$ cat config.mk
export PLATFORM = sky130hd
export DESIGN_NAME = mems_dac_sequencer
export DESIGN_NICKNAME = d
export VERILOG_FILES = /design/src/rtl/mems_dac_pkg.sv /design/src/rtl/mems_dac_cmd_fmt.sv /design/src/rtl/mems_dac_sequencer.sv
export SDC_FILE = /design/constraint.sdc
export NUM_CORES = 1
export LEC_CHECK = 0
export CAP_MARGIN = 25
export CORE_ASPECT_RATIO = 1.4
export CORE_MARGIN = 3
export CORE_UTILIZATION = 56
export DETAILED_ROUTE_END_ITERATION = 7
export GPL_ROUTABILITY_DRIVEN = 0
export HOLD_SLACK_MARGIN = 0.05
export PLACE_DENSITY = 0.79
export SYNTH_ARGS = -nofsm -noshare
export SYNTH_HDL_FRONTEND = slang
export SYNTH_HIERARCHICAL = 1
export SYNTH_SLANG_ARGS = --single-unit
$ cat constraint.sdc
create_clock -name clk -period 4.2 [get_ports clk]
set_input_delay 0.42 -clock clk [delete_from_list [all_inputs] [get_ports clk]]
set_output_delay 0.42 -clock clk [all_outputs]
set_load 0.005 [all_outputs]
$ cat src/rtl/mems_dac_pkg.sv
// Purpose: shared constants, command words and FSM state type for the MEMS DAC sequencer.
// Latency: none (declarations only).
// Backpressure: n/a.
package mems_dac_pkg;

    localparam int CMD_W   = 24;
    localparam int FIELD_W = 16;   // data field of a command word; deltas are left-justified into it

    localparam logic [3:0] CMD_WRITE            = 4'b0000;
    localparam logic [3:0] CMD_WRITE_UPDATE_ALL = 4'b0010;

    localparam logic [CMD_W-1:0] SOFT_RESET_WORD = 24'h280001;
    localparam logic [CMD_W-1:0] LDAC_SETUP_WORD = 24'h373FF0;

    typedef enum logic [2:0] {
        ST_IDLE,
        ST_INIT_RST,
        ST_INIT_LDAC,
        ST_CH,
        ST_DONE
    } state_t;

endpackage

$ cat src/rtl/mems_dac_cmd_fmt.sv
// Purpose: builds a 24-bit DAC command word from command nibble, channel address and delta.
// Latency: combinational.
// Backpressure: none.
// Ports: cmd (4b command), ch (4b address), delta (DATA_W, left-justified into 16b), word (24b out).
module mems_dac_cmd_fmt
    import mems_dac_pkg::*;
#(
    parameter int DATA_W = 8
) (
    input  logic [3:0]        cmd,
    input  logic [3:0]        ch,
    input  logic [DATA_W-1:0] delta,
    output logic [CMD_W-1:0]  word
);

    logic [FIELD_W-1:0] field;

    always_comb begin
        field = '0;
        field[FIELD_W-1 -: DATA_W] = delta;
        word = {cmd, ch, field};
    end

endmodule

$ cat src/rtl/mems_dac_sequencer.sv
// Purpose: snapshots NUM_CH deltas on start and emits one frame of DAC command words (optional init prefix).
// Latency: first word valid one cycle after start; one word per cycle while cmd_ready is high.
// Backpressure: cmd_valid/cmd_data held stable until cmd_ready; frame stalls without loss.
// Ports: clk, rst (sync active-high), start, reinit, skip_unchanged, delta[NUM_CH*DATA_W],
//        cmd_data/cmd_valid/cmd_ready (word handshake), busy, done (1-cycle completion pulse).
module mems_dac_sequencer
    import mems_dac_pkg::*;
#(
    parameter int NUM_CH = 4,
    parameter int DATA_W = 8
) (
    input  logic                     clk,
    input  logic                     rst,
    input  logic                     start,
    input  logic                     reinit,
    input  logic                     skip_unchanged,
    input  logic [NUM_CH*DATA_W-1:0] delta,
    output logic [CMD_W-1:0]         cmd_data,
    output logic                     cmd_valid,
    input  logic                     cmd_ready,
    output logic                     busy,
    output logic                     done
);

    localparam logic [3:0] LAST_CH = 4'(NUM_CH - 1);

    state_t                         state_q, state_nx;
    logic [3:0]                     ch_q, ch_nx;
    logic [NUM_CH-1:0][DATA_W-1:0]  shadow_q, shadow_eff, last_sent_q;
    logic [NUM_CH-1:0]              sent_valid_q, send_mask;
    logic                           skip_q, skip_eff;
    logic                           init_pending_q;
    logic                           start_acc, xfer;
    logic                           valid_nx;
    logic [CMD_W-1:0]               word_nx, fmt_word;
    logic [DATA_W-1:0]              sel_delta;
    logic [3:0]                     sel_cmd;

    assign start_acc = start && (state_q == ST_IDLE);
    assign xfer      = cmd_valid && cmd_ready;

    // Lowest channel >= from that is to be sent; the last channel is always in the mask.
    function automatic logic [3:0] first_set(input logic [NUM_CH-1:0] mask, input int from);
        logic [3:0] r;
        r = LAST_CH;
        for (int k = NUM_CH - 1; k >= 0; k--) begin
            if (mask[k] && (k >= from)) r = 4'(k);
        end
        return r;
    endfunction

    // In the start cycle the shadow is not loaded yet, so decisions look at the live inputs.
    always_comb begin
        shadow_eff = start_acc ? delta : shadow_q;
        skip_eff   = start_acc ? skip_unchanged : skip_q;
        for (int k = 0; k < NUM_CH; k++) begin
            send_mask[k] = !skip_eff || !sent_valid_q[k] ||
                           (shadow_eff[k] != last_sent_q[k]) || (k == NUM_CH - 1);
        end
    end

    // State register plus frame datapath registers.
    always_ff @(posedge clk) begin
        if (rst) begin
            state_q        <= ST_IDLE;
            ch_q           <= '0;
            shadow_q       <= '0;
            skip_q         <= 1'b0;
            last_sent_q    <= '0;
            sent_valid_q   <= '0;
            init_pending_q <= 1'b1;
            cmd_valid      <= 1'b0;
            cmd_data       <= '0;
        end else begin
            state_q   <= state_nx;
            ch_q      <= ch_nx;
            cmd_valid <= valid_nx;
            cmd_data  <= word_nx;
            if (start_acc) begin
                shadow_q <= delta;
                skip_q   <= skip_unchanged;
            end
            if (xfer && (state_q == ST_CH)) begin
                for (int k = 0; k < NUM_CH; k++) begin
                    if (ch_q == 4'(k)) begin
                        last_sent_q[k]  <= shadow_q[k];
                        sent_valid_q[k] <= 1'b1;
                    end
                end
            end
            // A reinit coinciding with the LDAC transfer must still apply to the next frame.
            if (reinit)
                init_pending_q <= 1'b1;
            else if (xfer && (state_q == ST_INIT_LDAC))
                init_pending_q <= 1'b0;
        end
    end

    // Next-state logic; the first channel is chosen at start even when init words come first,
    // since nothing that feeds the mask changes during the init words.
    always_comb begin
        state_nx = state_q;
        ch_nx    = ch_q;
        case (state_q)
            ST_IDLE: begin
                if (start) begin
                    state_nx = init_pending_q ? ST_INIT_RST : ST_CH;
                    ch_nx    = first_set(send_mask, 0);
                end
            end
            ST_INIT_RST:  if (xfer) state_nx = ST_INIT_LDAC;
            ST_INIT_LDAC: if (xfer) state_nx = ST_CH;
            ST_CH: begin
                if (xfer) begin
                    if (ch_q == LAST_CH) state_nx = ST_DONE;
                    else                 ch_nx    = first_set(send_mask, int'(ch_q) + 1);
                end
            end
            ST_DONE: state_nx = ST_IDLE;
            default: state_nx = ST_IDLE;
        endcase
    end

    mems_dac_cmd_fmt #(.DATA_W(DATA_W)) u_fmt (
        .cmd   (sel_cmd),
        .ch    (ch_nx),
        .delta (sel_delta),
        .word  (fmt_word)
    );

    // Output logic: the word for the next state is computed here and registered above,
    // so cmd_data is steady while the handshake stalls.
    always_comb begin
        sel_delta = '0;
        for (int k = 0; k < NUM_CH; k++) begin
            if (ch_nx == 4'(k)) sel_delta = shadow_eff[k];
        end
        sel_cmd  = (ch_nx == LAST_CH) ? CMD_WRITE_UPDATE_ALL : CMD_WRITE;
        valid_nx = 1'b0;
        word_nx  = '0;
        case (state_nx)
            ST_INIT_RST:  begin valid_nx = 1'b1; word_nx = SOFT_RESET_WORD; end
            ST_INIT_LDAC: begin valid_nx = 1'b1; word_nx = LDAC_SETUP_WORD; end
            ST_CH:        begin valid_nx = 1'b1; word_nx = fmt_word;        end
            default:      begin valid_nx = 1'b0; word_nx = '0;              end
        endcase
        busy = (state_q == ST_INIT_RST) || (state_q == ST_INIT_LDAC) || (state_q == ST_CH);
        done = (state_q == ST_DONE);
    end

endmodule

==> impl_metrics.csv <==
group,metric,value,unit
layout,finalNetCount,657,
clocking,clk-insertion-delay-late,0.34,ns
synth,synth_sequential_area_ratio,0.383,
placement,placed_cells,705,
synth,syn_area_per_cell,8.36,um^2
critical_path,critPathTopFamily,"simple AND/OR/NAND/NOR gates",
floorplan,die-area,9850,um^2
grt,grt_usage,0.263,
clocking,ctsLongestPathBuffers,2,
grt,globalRouteOverflowTotal,0,
synth,synth_edf_count,0,
placement,dpl_cell_area,5370,um^2
timing,layout_min_cycle_time,3.55,ns
layout,fin_area,5670,um^2
critical_path,slowest_stage,"or4b_4",
critical_path,critPathLaunchType,"input pin",
synth,synth-warning-count,6,
clocking,tritoncts,"built",
placement,place_ws,0.343,ns
clocking,cts.root.buffer_cell,"clkbuf_16",
power,total_leakage_power,2.00,nW
timing,worstMarginPinSlew,0.818,ns
floorplan,die_width,84.7,um
hold_path,hold_depth,2,
timing,clock-skew-final,0.00813,ns
placement,place_hpwl,9.27,mm
synth,netlist_instances,581,
floorplan,initial_core_util,0.586,
critical_path,worstPathBufferInverterCount,1,
synth,synthArstFlopShare,0,
route,detail_route.drc_violations,0,
timing,setup_ws,0.651,ns
layout,flow.area_growth_from_synthesis,16.7,%
synth,ys.flop_type,"dfxtp_1",
timing,report.final.slew_viol_count,0,
clocking,clock-sinks,93,
layout,final_cells,720,
route,detail_route.iter0.violations,365,
layout,nFillCells,659,
grt,grt.busiest_layer,"met2",
critical_path,endpoint_kind,"flop",
route,antenna_left,0,
timing,worst_slew_margin_rel,0.451,
floorplan,die_h,116,um
layout,postLayoutCoreUtil,0.684,
floorplan,core_area,8300,um^2
critical_path,critical_path_depth,10,
placement,numPortBuffers,64,
critical_path,worst-endpoint-required,4.44,ns
run,drv.max_cap_violation_count,0,
timing,setup-violations-final,0,
layout,num_antenna_cells,0,
layout,multi_input_comb_area,2590,um^2
timing,hold_violations,0,
clocking,cts_setup_buffers,0,
critical_path,top_fanout_value_on_the_critical_path,30,
timing,finalCritPeriodShare,0.845,
clocking,post_cts.resized_instances,0,
route,detail_route.first_pass.iterations,5,
critical_path,timing.critical_path.slowest_cell_delay,0.67,ns
route,vias,4323,
clocking,clock_tree.htree_level_count,3,
critical_path,crit_chain,"clkdlybuf4s50_1, or4b_4, nor4_1, o221a_4, a21boi_0, o21a_1, nand2_4, mux2_2, o211ai_1, o21a_1",
route,vias_per_cell,6.00,
timing,fin_hold_ws,0.453,ns
synth,synth_seq_cells,93,
layout,layout_commonest_cell,"dfxtp_1",
critical_path,critPathMostFrequentCell,"o21a_1",
power,ir_drop,0.272,mV
critical_path,reg2reg_slack,0.75,ns
grt,global_route.usage.met3,0.0445,
grt,gr-usage-met2,0.447,
grt,grt_antenna_before_repair,0,
timing,timing.fmax,0.282,GHz
grt,grt_use_met1,0.307,
hold_path,min_path_type,"reg2reg",
grt,grt_max_degree,42,
clocking,cts.reportedPaths.clkPinSlew,0.06,ns
layout,layout_common_cells,"93 x dfxtp_1, 92 x nand2_1, 67 x a21oi_1, 63 x clkdlybuf4s50_1, 30 x nor2_1",
run_status,outcome,"finished clean",
grt,grt_first_pass_wirelength,20.6,mm
layout,register_area,1860,um^2
route,detailed_route_wire_length,12.5,mm
synth,mappedNetlistArea,4860,um^2
grt,first_global_vias,4198,
layout,post_route_cells_drive_above_1_share,0.0858,
timing,totalNegativeSetupSlack,0,ns
floorplan,io_pins,65,
power,p_per_area,374,nW/um^2
route,wl_per_cell,17.4,um
power,fin_total_pwr,2.12,mW
critical_path,ff_to_ff_path_depth,9,
floorplan,num_rows,39,
timing,unrepaired_setup_endpoints_after_global_routing,"false",
clocking,hold_buffers,0,
clocking,numCtsBuffers,9,
critical_path,cp_data_arrival_time,3.79,ns
synth,yosys.cell_types.count,59,
critical_path,path_class,"in2reg",
cells in the mapped netlist, drive strengths merged, types with 3 or more instances:
cell type / n / area share
xnor2: 15 / 0.027
xor2: 11 / 0.020
dfxtp: 93 / 0.38
nor3: 8 / 0.0082
o211ai: 9 / 0.014
o21a: 15 / 0.023
nand2: 94 / 0.075
inv: 21 / 0.016
a31oi: 8 / 0.010
a221oi: 3 / 0.0090
nand2b: 11 / 0.014
and3: 4 / 0.0051
clkbuf: 24 / 0.019
o2111ai: 9 / 0.018
a21oi: 67 / 0.069
mux2i: 10 / 0.021
buf: 35 / 0.057
nor2: 30 / 0.023
a32oi: 14 / 0.025
mux2: 7 / 0.017
o21ai: 11 / 0.012
and4: 7 / 0.014
o221ai: 4 / 0.0072
ha: 5 / 0.013
nand3: 24 / 0.025
and2: 11 / 0.014
flip-flops by register name, indices dropped and copies added (netlist names), 3 cells and up:
register      flops
ch_q              4
cmd_data         24
last_sent_q      24
sent_valid_q      3
shadow_q         32
state_q           3
worst min-delay path, stage by stage, from the launching register on:
cell and delay, ns:
dfxtp_1 0.31, nand2_1 0.05, a21oi_1 0.05
routing by layer:
metal  up-vias  wire length, um  share of wire
li1       2083                -              -
met1      2034             4980           0.40
met2       163             6220           0.50
met3        43              692          0.055
met4         0              651          0.052
met5         -                0              0
cells by family (layout without fill, tap and decap cells):
group	count (synthesis)	count (layout)	share of synthesized area
and+or+nand+nor	204	204	0.204
AOI/OAI and AO/OA	154	154	0.222
DFF	93	93	0.383
buffers and inverters	80	108	0.0922
xor gates and xnor gates	26	26	0.0469
muxes	17	17	0.0376
adders and majority gates	5	5	0.0129
other	2	11	0.00155
cell type report:
type | instances | share of cell area
multi-input cells | 417 | 0.457
clock inverters | 4 | 0.00838
inverters | 21 | 0.0139
flip-flops and latches | 93 | 0.328
well taps | 102 | 0.0225
repair buffers | 72 | 0.125
clock buffers | 11 | 0.0446
path summary, 6_finish.rpt:
path,startpoint,to
max,start,cmd_data[13]
min,shadow_q[25],shadow_q[25]
max reg2reg,state_q[1],cmd_data[13]
min reg2reg,shadow_q[25],shadow_q[25]
power by group:
| part | internal, mW | switching, mW |
|---|---|---|
| Clock | 0.488 | 0.328 |
| Combinational | 0.159 | 0.177 |
| Sequential | 0.930 | 0.0394 |
| Total | 1.58 | 0.544 |
(Power assumes the default switching activity.)
